<file path="src/rtl/icache_pkg.sv">
// -----------------------------------------------------------------------------
// icache_pkg
//
// Shared definitions for the instruction-cache miss-refill sequencer.
//   * Default geometry of the refill path (address width, beat width,
//     line size) and the constants derived from it: beats per line, line
//     offset width and beat-index width.
//   * The refill FSM state enum.
//   * A helper that derives beats-per-line for any parameterisation, so the
//     controller computes its own constants from its instance parameters
//     with the same rule used for the package defaults.
// -----------------------------------------------------------------------------
package icache_pkg;

    localparam int ICACHE_ADDR_W     = 32;
    localparam int ICACHE_DATA_W     = 32;
    localparam int ICACHE_LINE_BYTES = 16;

    // Number of memory beats that make up one cache line.
    function automatic int beats_of(input int line_bytes, input int data_w);
        return line_bytes / (data_w / 8);
    endfunction

    localparam int BEATS = beats_of(ICACHE_LINE_BYTES, ICACHE_DATA_W);
    localparam int OFF_W = $clog2(ICACHE_LINE_BYTES);
    localparam int IDX_W = $clog2(BEATS);

    typedef enum logic [1:0] {
        ST_IDLE = 2'd0,
        ST_REQ  = 2'd1,
        ST_FILL = 2'd2,
        ST_DONE = 2'd3
    } refill_state_e;

endpackage

</file>
<file path="src/rtl/icache_refill_ctrl.sv">
// -----------------------------------------------------------------------------
// icache_refill_ctrl
//
// Miss-refill sequencer for the instruction cache. Accepts one line miss at a
// time, issues a single line-aligned burst read, writes each returned beat to
// the data array one cycle after it arrives, then commits the tag/valid entry
// (or reports failure without touching the tag).
//
// Parameters
//   ADDR_W      byte-address width
//   DATA_W      memory beat / array word width (multiple of 8)
//   LINE_BYTES  cache line size; LINE_BYTES/(DATA_W/8) is a power of two >= 2
//
// Ports
//   clock, reset            single rising-edge clock, synchronous active-high
//                           reset
//   miss_valid/miss_addr    miss from the lookup stage, held until accepted
//   miss_ready              high only while idle
//   mem_req_valid/addr      burst read request (line-aligned, stable)
//   mem_req_ready           memory accepts the request
//   mem_rsp_valid/data/last/err
//                           returned beats, no backpressure
//   arr_we/arr_addr/arr_wdata
//                           data-array write (word-aligned byte address)
//   tag_we                  tag/valid commit; tag taken from arr_addr line bits
//   refill_done             one-cycle pulse: line committed
//   refill_err              one-cycle pulse: refill failed, tag not written
//   fwd_valid/fwd_data      critical-word forward (only with the macro below)
//
// Build option
//   ICACHE_REFILL_FWD_EN    when defined, adds fwd_valid/fwd_data: a pulse
//                           coincident with the array write of the beat that
//                           holds the originally missing word. It also fires
//                           on failed refills; the consumer qualifies it with
//                           refill_err.
// -----------------------------------------------------------------------------
module icache_refill_ctrl
    import icache_pkg::*;
#(
    parameter int ADDR_W     = ICACHE_ADDR_W,
    parameter int DATA_W     = ICACHE_DATA_W,
    parameter int LINE_BYTES = ICACHE_LINE_BYTES
) (
    input  logic              clock,
    input  logic              reset,

    input  logic              miss_valid,
    input  logic [ADDR_W-1:0] miss_addr,
    output logic              miss_ready,

    output logic              mem_req_valid,
    output logic [ADDR_W-1:0] mem_req_addr,
    input  logic              mem_req_ready,

    input  logic              mem_rsp_valid,
    input  logic [DATA_W-1:0] mem_rsp_data,
    input  logic              mem_rsp_last,
    input  logic              mem_rsp_err,

    output logic              arr_we,
    output logic [ADDR_W-1:0] arr_addr,
    output logic [DATA_W-1:0] arr_wdata,

    output logic              tag_we,
    output logic              refill_done,
    output logic              refill_err
`ifdef ICACHE_REFILL_FWD_EN
    ,
    output logic              fwd_valid,
    output logic [DATA_W-1:0] fwd_data
`endif
);

    localparam int N_BEATS = beats_of(LINE_BYTES, DATA_W);
    localparam int CNT_W   = $clog2(N_BEATS);
    localparam int WB_W    = $clog2(DATA_W / 8);

    localparam logic [CNT_W-1:0]  LAST_IDX  = CNT_W'(N_BEATS - 1);
    localparam logic [ADDR_W-1:0] LINE_MASK = ~(ADDR_W'(LINE_BYTES - 1));

    refill_state_e     state_q,   state_d;
    logic [ADDR_W-1:0] line_q,    line_d;
    logic [CNT_W-1:0]  cnt_q,     cnt_d;
    logic              err_q,     err_d;

    // Registered beat: the array write happens the cycle after the beat.
    logic              wr_vld_q,  wr_vld_d;
    logic [CNT_W-1:0]  wr_idx_q,  wr_idx_d;
    logic [DATA_W-1:0] wr_data_q, wr_data_d;

`ifdef ICACHE_REFILL_FWD_EN
    logic [CNT_W-1:0]  woff_q,    woff_d;
`endif

    logic              beat_is_final;
    logic              beat_is_bad;

    // -------------------------------------------------------------------------
    // Next-state and control outputs
    // -------------------------------------------------------------------------
    always_comb begin
        state_d       = state_q;
        line_d        = line_q;
        cnt_d         = cnt_q;
        err_d         = err_q;
        wr_vld_d      = 1'b0;
        wr_idx_d      = wr_idx_q;
        wr_data_d     = wr_data_q;
`ifdef ICACHE_REFILL_FWD_EN
        woff_d        = woff_q;
`endif
        beat_is_final = 1'b0;
        beat_is_bad   = 1'b0;

        miss_ready    = 1'b0;
        mem_req_valid = 1'b0;
        tag_we        = 1'b0;
        refill_done   = 1'b0;
        refill_err    = 1'b0;

        case (state_q)
            ST_IDLE: begin
                miss_ready = 1'b1;
                if (miss_valid) begin
                    line_d  = miss_addr & LINE_MASK;
`ifdef ICACHE_REFILL_FWD_EN
                    woff_d  = CNT_W'(miss_addr >> WB_W);
`endif
                    cnt_d   = '0;
                    err_d   = 1'b0;
                    state_d = ST_REQ;
                end
            end

            ST_REQ: begin
                mem_req_valid = 1'b1;
                if (mem_req_ready) begin
                    state_d = ST_FILL;
                end
            end

            ST_FILL: begin
                if (mem_rsp_valid) begin
                    wr_vld_d  = 1'b1;
                    wr_idx_d  = cnt_q;
                    wr_data_d = mem_rsp_data;
                    cnt_d     = cnt_q + 1'b1;

                    // The burst ends at the first 'last' or at the final slot.
                    // A 'last' that disagrees with the slot position (early,
                    // or missing on the final slot) marks the line bad.
                    beat_is_final = mem_rsp_last || (cnt_q == LAST_IDX);
                    beat_is_bad   = mem_rsp_err ||
                                    (mem_rsp_last != (cnt_q == LAST_IDX));

                    if (beat_is_bad) begin
                        err_d = 1'b1;
                    end
                    if (beat_is_final) begin
                        state_d = ST_DONE;
                    end
                end
            end

            ST_DONE: begin
                // The final array write is issued in this same cycle by
                // the registered beat path.
                tag_we      = ~err_q;
                refill_done = ~err_q;
                refill_err  = err_q;
                state_d     = ST_IDLE;
            end

            default: begin
                state_d = ST_IDLE;
            end
        endcase
    end

    // -------------------------------------------------------------------------
    // State registers; reset also clears the data/address path so all
    // outputs are zero after reset.
    // -------------------------------------------------------------------------
    always_ff @(posedge clock) begin
        if (reset) begin
            state_q   <= ST_IDLE;
            line_q    <= '0;
            cnt_q     <= '0;
            err_q     <= 1'b0;
            wr_vld_q  <= 1'b0;
            wr_idx_q  <= '0;
            wr_data_q <= '0;
`ifdef ICACHE_REFILL_FWD_EN
            woff_q    <= '0;
`endif
        end else begin
            state_q   <= state_d;
            line_q    <= line_d;
            cnt_q     <= cnt_d;
            err_q     <= err_d;
            wr_vld_q  <= wr_vld_d;
            wr_idx_q  <= wr_idx_d;
            wr_data_q <= wr_data_d;
`ifdef ICACHE_REFILL_FWD_EN
            woff_q    <= woff_d;
`endif
        end
    end

    // -------------------------------------------------------------------------
    // Datapath outputs
    // -------------------------------------------------------------------------
    assign mem_req_addr = line_q;
    assign arr_we       = wr_vld_q;
    assign arr_addr     = line_q + (ADDR_W'(wr_idx_q) << WB_W);
    assign arr_wdata    = wr_data_q;

`ifdef ICACHE_REFILL_FWD_EN
    assign fwd_valid = wr_vld_q && (wr_idx_q == woff_q);
    assign fwd_data  = wr_data_q;
`endif

endmodule

</file>
<file path="config.mk">
export PLATFORM = sky130hd
export DESIGN_NAME = icache_refill_ctrl
export DESIGN_NICKNAME = d
export VERILOG_FILES = /design/src/rtl/icache_pkg.sv /design/src/rtl/icache_refill_ctrl.sv
export SDC_FILE = /design/constraint.sdc
export NUM_CORES = 1
export LEC_CHECK = 0
export CAP_MARGIN = 20
export CORE_MARGIN = 10
export CORE_UTILIZATION = 41
export CTS_BUF_LIST = sky130_fd_sc_hd__clkbuf_4
export DETAILED_ROUTE_END_ITERATION = 10
export GPL_TIMING_DRIVEN = 1
export HOLD_SLACK_MARGIN = 0.12
export MAX_ROUTING_LAYER = met4
export PLACE_DENSITY_LB_ADDON = 0.2
export SYNTH_ARGS = -nofsm -noshare
export SYNTH_HDL_FRONTEND = slang
export SYNTH_SLANG_ARGS = --single-unit
</file>
<file path="constraint.sdc">
create_clock -name clock -period 3.2 [get_ports clock]
set_input_delay 0.64 -clock clock [delete_from_list [all_inputs] [get_ports clock]]
set_output_delay 0.64 -clock clock [all_outputs]
set_load 0.005 [all_outputs]
</file>
* Yosys cells after proc, flatten, opt, wreduce, memory -nomap -nowiden
Index checks and enable logic that the tools add are counted.
Storage, ports and cells: bits in registers 68, input bits 71, output and inout bits 102, word-level logic and storage cells 48
Cells by class: add/sub/neg operators 2, eq/ne operators 10, muxes and demuxes 17, bitwise gates (word level) 2, reductions and logical operators 10
Operator list (count):
- 32-bit by 4-bit adder with 32-bit output | 1
- 2-bit 2-to-1 mux | 6
- 2-bit != test (second input constant) | 5
- 1-bit 2-to-1 mux | 8
- 2-bit one-hot mux with 4 select lines | 1
- 4-bit AND reduction | 2
- 2-bit equality test (second input constant) | 3
- 2-bit one-hot mux with 2 select lines | 1
- 2-bit AND reduction | 2
- 3-bit AND reduction | 1
- 2-bit by 1-bit adder with 2-bit output (second input constant) | 1
- 2-bit by 1-bit equality test with 1-bit output (second input constant) | 1
- 2-bit zero test | 1
- 1-bit logical OR | 2
- 1-bit inverter | 2
- 1-bit one-hot mux with 2 select lines | 1
- 2-bit nonzero test | 1
- 2-bit OR reduction | 1
- 1-bit != test | 1

* Depth between registers and ports, before layout
Gate-level depths: netlist of run 1.
depth in word-level cells 6, depth in mapped cells 7, mapped depth without buffers 6

* Worst setup path before layout of run 1
Ideal clock, no wire load.
path kind input -> register, from input port mem_rsp_last, to register state_q[0], library setup time 0.072 ns, arrival time 1.525 ns, required time 3.128 ns, slack 1.603 ns, stages on the path 5, buffers on the path 0, cell sequence inv_1 ha_1 nand2b_1 a222oi_1 mux2i_1
On the way: cells in the longest elaborated chain, start to end 3
Ends and longest elaborated chain:
- from (decl) | line icache_refill_ctrl.sv:57 | input logic mem_rsp_last,
- 1-bit logical OR | line icache_refill_ctrl.sv:152 | beat_is_final = mem_rsp_last || (cnt_q == LAST_IDX);
- 2-bit != test (no line)
- 4-bit AND reduction (no line)
- to (signal assigned) | line icache_refill_ctrl.sv:197 | state_q <= state_d;
- to (decl) | line icache_refill_ctrl.sv:81 | refill_state_e state_q, state_d;
No other way between the ends. A chain may end at the register's enable or synchronous reset.

* Worst setup path after layout of run 1
from register state_q[1], to output port miss_ready
On the way: cells in the longest elaborated chain, start to end 2
Ends and longest elaborated chain:
- 2-bit zero test | line icache_refill_ctrl.sv:121 | case (state_q)
- 1-bit 2-to-1 mux | line icache_refill_ctrl.sv:121
- to (decl) | line icache_refill_ctrl.sv:49 | output logic miss_ready,
No other way between the ends.

==> run_results.csv, run 1 <==
group,metric,value,unit
run_status,status,"completed",
critical_path,crit_fanout,6,
sta,worst_slack,0.888,ns
grt,grt_pass1_wl,13.0,mm
floorplan,rows,30,
sta,fin_setup_tns,0,ns
clock_network,cts_setup_buffers,0,
power_and_ir_drop,power_density,609,nW/um^2
final_layout,insertedDiodeCount,0,
synthesis,yosysUniqueCellTypes,22,
synthesis,yosys_warnings,0,
route,ant_nets,0,
floorplan,die_area,10600,sq um
critical_path,path_class,"flip-flop to output pin",
route,drc,0,
hold_path,whs_path_depth,2,
synthesis,yosysSeqAreaShare,48.2,%
clock_network,cts_buffers,9,
sta,tightest_slew,0.696,ns
final_layout,layout.area.seq,1360,sq um
power_and_ir_drop,power.total,2.69,mW
floorplan,dieWidth,103,um
clock_network,clkTransAtPathRegs,0.11,ns
final_layout,multi_input_area,1080,sq um
hold_path,hp-class,"flip-flop to flip-flop",
grt,gr-total-overflow,0,
critical_path,r2r-end,"state_q[1]",
final_layout,syn2layout_area_growth,56.5,%
final_layout,final_common_cell,"clkdlybuf4s50_1",
synthesis,syn_inst,354,
floorplan,start_util,41.8,%
critical_path,worstPathArrival,1.67,ns
final_layout,layout-drive-gt1-share,4.92,%
critical_path,crit_path_start_kind,"flip-flop",
clock_network,cts_tree,"done",
final_layout,finalNetCount,561,
final_layout,final_cell_mix,"161 x clkdlybuf4s50_1, 126 x nand2_1, 68 x dfxtp_1",
clock_network,hold_buffers,0,
sta,finalSetupViolCount,0,
clock_network,ctsLongestPathBuffers,2,
floorplan,core,6760,sq um
synthesis,synth_top_family_by_area,"simple AND/OR/NAND/NOR gates",
route,first_pass_iters,4,
grt,grt_max_degree,40,
hold_path,hold_start,"arr_wdata[22]",
synthesis,synthAdderAreaFrac,3.10,%
floorplan,pin_count,173,
power_and_ir_drop,p_leak,1.62,nW
hold_path,worstHoldEndpoint,"arr_wdata[22]",
route,wl_per_cell,15.2,um
placed_design,gp_congestion,0.735,
synthesis,yosys.area_share.simple,20.3,%
sta,hold_viol,0,
route,drt-total-wl,8.65,mm
clock_network,cts-root-buf,"clkbuf_4",
sta,rsz0062_at_grt,"false",
floorplan,die_h,103,um
synthesis,syn_avg_cell_area,7.97,sq um
synthesis,synth_mux_area_share,1.06,%
placed_design,pre_cts_slack,1.02,ns
job,max-cap-violations,0,
sta,clock_skew,0.0102,ns
sta,fin_crit_sh,72.2,%
grt,grt_usage,15.9,%
power_and_ir_drop,vdd_drop_max,0.314,mV
route,vias_per_cell,4.69,
critical_path,ff2ff_setup_slack,1.51,ns
sta,clock.fmax,433,MHz
clock_network,insertion_delay,0.39,ns
sta,fin_hold_ws,0.460,ns
sta,fin_crit,2.31,ns
sta,relSlewSlack,53.6,%
synthesis,synth-compound-area-share,13.0,%
critical_path,crit_path_end_kind,"output pin",
placed_design,dp_hpwl,6.59,mm
clock_network,clock_sinks,68,
synthesis,synth_area,2820,sq um
synthesis,ys_ff_latch,68,
critical_path,r2r-start,"cnt_q[0]",
sta,drv_slew,0,
synthesis,synth_xor_area_share,0,%
placed_design,portBuffers,162,
final_layout,final.fill_count,597,
grt,grt_pass1_vias,2633,
critical_path,critical_path_required,2.56,ns
critical_path,worstRegToRegCells,6,
route,drt_iter0_drc,55,
clock_network,ctsResizeCount,0,
route,vias,2663,
final_layout,utilization,65.4,%
grt,antenna_found_initial,0,
clock_network,htreeDepth,3,
-- cell type report --
cell class,count,share of cell area [%]
Timing Repair Buffer,169,37.8
Sequential cell,68,30.8
Multi-Input combinational cell,229,24.5
Clock inverter,5,2.27
Tap cell,80,2.27
Clock buffer,11,1.87
Inverter,6,0.510
-- worst max-delay path, stage by stage (launching register included) --
cell,delay [ns]
dfxtp_1,0.36
inv_1,0.11
ha_1,0.27
clkdlybuf4s50_1,0.56
-- power by group --
group / total, mW / switching [mW] / internal (mW) / leakage, nW
sequential: 1.05 / 0.0843 / 0.969 / 0.553
clock: 0.708 / 0.297 / 0.411 / 0.101
combinational: 0.928 / 0.407 / 0.521 / 0.971
total: 2.69 / 0.789 / 1.90 / 1.62
-- per-stage QoR --
stage,cell area [sq um],cells
global route,4420,568
CTS,4420,568
floorplan,2840,359
detailed placement,4230,552
finish,4420,568
global placement,4230,552
-- kinds of logic after synthesis --
family	count (synthesis)
compound gates	71
buf+inv	62
fa+ha+maj	7
flops	68
simple gates	142
mux	3
other cells	1
-- worst max path at each step --
stage	slack, ns	start	end	cells past startpoint
final	0.89	state_q[1]	miss_ready	3
after detailed placement	1.02	mem_rsp_valid	arr_wdata[4]	5
after CTS	0.84	state_q[1]	miss_ready	3
after global placement	1.02	mem_rsp_last	state_q[1]	6
after floorplan	1.60	mem_rsp_last	state_q[0]	5
after global routing	0.75	state_q[1]	tag_we	3
-- routing by layer --
layer / vias up / track usage [%] / share of wire (%)
met1: 1202 / 17.8 / 43
met2: 108 / 25.5 / 47
met3: 7 / 6.23 / 9.8
li1: 1346 / - / -
met4: 0 / 5.13 / 0.67
met5: - / - / 0
-- flip-flops by register name (all words and copies together) (netlist names) --
| name | count |
|---|---|
| arr_wdata | 32 |
| arr_we | 1 |
| cnt_q | 2 |
| err_q | 1 |
| mem_req_addr | 28 |
| state_q | 2 |
| wr_idx_q | 2 |
-- synthesized netlist by cell type (all sizes together) --
cell type,n,area share [%]
a21oi,64,11
a222oi,1,0.35
a31oi,1,0.22
and2,3,0.67
buf,50,13
clkbuf,6,0.80
conb,1,0.13
dfxtp,68,48
ha,7,3.1
inv,6,0.80
mux2i,3,1.1
nand2,126,17
nand2b,6,1.3
nand3b,2,0.53
nor2,1,0.13
nor2b,4,0.89
o211ai,1,0.27
o21ai,3,0.53
o21bai,1,0.27
Note: power is estimated with default switching activity, not from simulation.
==> run 2: changes to the inputs <==
--- a/config.mk
+++ b/config.mk
@@ -7,7 +7,7 @@
 export LEC_CHECK = 0
 export CAP_MARGIN = 20
 export CORE_MARGIN = 10
-export CORE_UTILIZATION = 41
+export CORE_UTILIZATION = 34
 export CTS_BUF_LIST = sky130_fd_sc_hd__clkbuf_4
 export DETAILED_ROUTE_END_ITERATION = 10
 export GPL_TIMING_DRIVEN = 1
==> constraint.sdc (replaced) <==
create_clock -name clock -period 1.99 [get_ports clock]
set_input_delay 0.398 -clock clock [delete_from_list [all_inputs] [get_ports clock]]
set_output_delay 0.398 -clock clock [all_outputs]
set_load 0.005 [all_outputs]
==> run 2 against run 1 <==
Die area increased by 16%. Non-clock buffer count increased by 5. Routed wire length increased by 2.3%. Cell area increased by 2.6%. Clock skew increased by 0.0053 ns. Critical path type unchanged.
==> run_results.csv, run 2 (synthesis gave the netlist of run 1 again) <==
group,metric,value,unit
run_status,status,"completed",
clock_network,clkTransAtPathRegs,0.11,ns
critical_path,worstPathArrival,1.50,ns
route,wl_per_cell,14.8,um
power_and_ir_drop,power_frac_seq,39.3,%
clock_network,insertion_delay,0.39,ns
floorplan,core,8130,sq um
critical_path,critical_path_required,1.59,ns
sta,finalSetupViolCount,0,
final_layout,multi_input_area,1090,sq um
placed_design,pre_cts_slack,0.127,ns
floorplan,die_h,111,um
grt,grt_pass1_vias,2703,
power_and_ir_drop,p_leak,1.70,nW
critical_path,crit_fanout,4,
power_and_ir_drop,p_sw,1.33,mW
critical_path,crit_path_end_kind,"output pin",
critical_path,crit_path_start_kind,"flip-flop",
route,drc,0,
critical_path,worst_path_largest_cell_delay,0.50,ns
clock_network,ctsLongestPathBuffers,2,
sta,drv_slew,0,
critical_path,critPathTopFamily,"buffers and inverters",
floorplan,die_area,12300,sq um
route,vias,2691,
route,first_pass_iters,6,
placed_design,dp_hpwl,6.66,mm
power_and_ir_drop,power_density,958,nW/um^2
final_layout,insertedDiodeCount,0,
clock_network,clock_sinks,68,
hold_path,hp-class,"input port to flip-flop",
grt,antenna_found_initial,0,
sta,clock_skew,0.0156,ns
final_layout,largest_register_ff_count,32,
critical_path,cpMaxStageDelayCell,"clkdlybuf4s50_1",
sta,fin_crit,1.89,ns
power_and_ir_drop,p_int,3.00,mW
job,max-cap-violations,0,
floorplan,dieWidth,111,um
placed_design,portBuffers,162,
final_layout,layout-drive-gt1-share,6.49,%
clock_network,cts-root-buf,"clkbuf_4",
placed_design,gp_congestion,0.749,
final_layout,syn2layout_area_growth,60.5,%
clock_network,htreeDepth,3,
final_layout,final.fill_count,772,
floorplan,start_util,34.7,%
sta,worst_slack,0.0952,ns
final_layout,layout.area.seq,1370,sq um
floorplan,pin_count,173,
critical_path,cp_cell_sequence,"inv_2 -> ha_4 -> clkdlybuf4s50_1",
floorplan,rows,33,
critical_path,path_class,"flip-flop to output pin",
power_and_ir_drop,sw_frac_of_total,30.8,%
grt,grt_pass1_wl,13.9,mm
sta,fin_crit_sh,95.2,%
grt,grt_max_degree,34,
power_and_ir_drop,p_comb_share,37.4,%
sta,hold_viol,0,
critical_path,path_buf_inv,2,
final_layout,finalNetCount,566,
clock_network,hold_buffers,0,
route,ant_nets,0,
grt,gr-total-overflow,0,
clock_network,cts_buffers,9,
final_layout,final_cell_mix,"157 x clkdlybuf4s50_1, 126 x nand2_1, 66 x dfxtp_1",
sta,fin_setup_tns,0,ns
clock_network,cts_tree,"done",
sta,rsz0062_at_grt,"false",
sta,clock.fmax,528,MHz
route,drt_iter0_drc,86,
route,vias_per_cell,4.50,
route,drt-total-wl,8.86,mm
final_layout,final_common_cell,"clkdlybuf4s50_1",
grt,grt_usage,14.0,%
power_and_ir_drop,clkPwrFrac,23.4,%
power_and_ir_drop,vdd_drop_max,0.467,mV
run 2: changes by cell type in the layout (fill, tap and decap cells not counted), sizes merged:
cell / change
buf: +5
bufinv: -1
clkbuf: -2
clkdlybuf4s50: -4
clkinv: +2
dlygate4sd2: +2
dlymetal6s2s: +2
inv: +1
run 2: metal layers:
metal,share of wire (%),GRT usage (%),wire length (um),vias to the layer above
met5,0,-,0,-
met4,0.81,4.11,72,0
met2,45,21.5,3990,133
met1,43,15.8,3780,1195
li1,-,-,-,1356
met3,12,6.66,1020,7
run 2: final cells by class:
type / count / share of cell area (%)
clock buffer: 9 / 1.49
inverter: 6 / 0.497
multi-input combinational: 229 / 24.1
clock inverter: 7 / 1.99
tap: 105 / 2.90
sequential: 68 / 30.2
timing repair buffer: 174 / 38.8
run 2: power by group through the flow:
| stage | clock network (mW) | registers, mW | logic, mW |
|---|---|---|---|
| 2_1_floorplan | 0 | 1.72 | 0.790 |
| 3_3_place_gp | 0 | 1.72 | 1.58 |
| 3_5_place_dp | 0 | 1.73 | 1.61 |
| 4_1_cts | 1.06 | 1.70 | 1.65 |
| 5_1_grt | 1.12 | 1.73 | 1.78 |
| 6_report | 1.01 | 1.70 | 1.62 |
run 2: path summary, 6_finish.rpt:
kind	startpoint	end	slack, ns	cells past startpoint
setup / recovery	state_q[1]	miss_ready	0.1	3
hold / removal	reset	arr_wdata[6]	0.42	2
setup reg to reg	cnt_q[0]	state_q[0]	0.38	7
hold reg to reg	arr_wdata[8]	arr_wdata[8]	0.46	2
run 2: through the flow:
stage / instance area, sq um / hold slack, ns / total power [mW] / utilization, % / std cells
4_1_cts: 4510 / 0.393 / 4.41 / 55.5 / 597
3_3_place_gp: 4340 / 0.441 / 3.30 / 53.3 / 580
5_1_grt: 4530 / 0.423 / 4.64 / 55.7 / 598
3_5_place_dp: 4340 / 0.446 / 3.34 / 53.3 / 580
2_1_floorplan: 2840 / 0.453 / 2.51 / - / 359
6_report: 4530 / 0.424 / 4.34 / 55.7 / 598
run 2: repair_timing:
item,in CTS,in global routing
buffers inserted,1,1
gates resized for setup,8,3
gates cloned,0,0
pin swaps,0,1
endpoints found under the setup margin,4,3
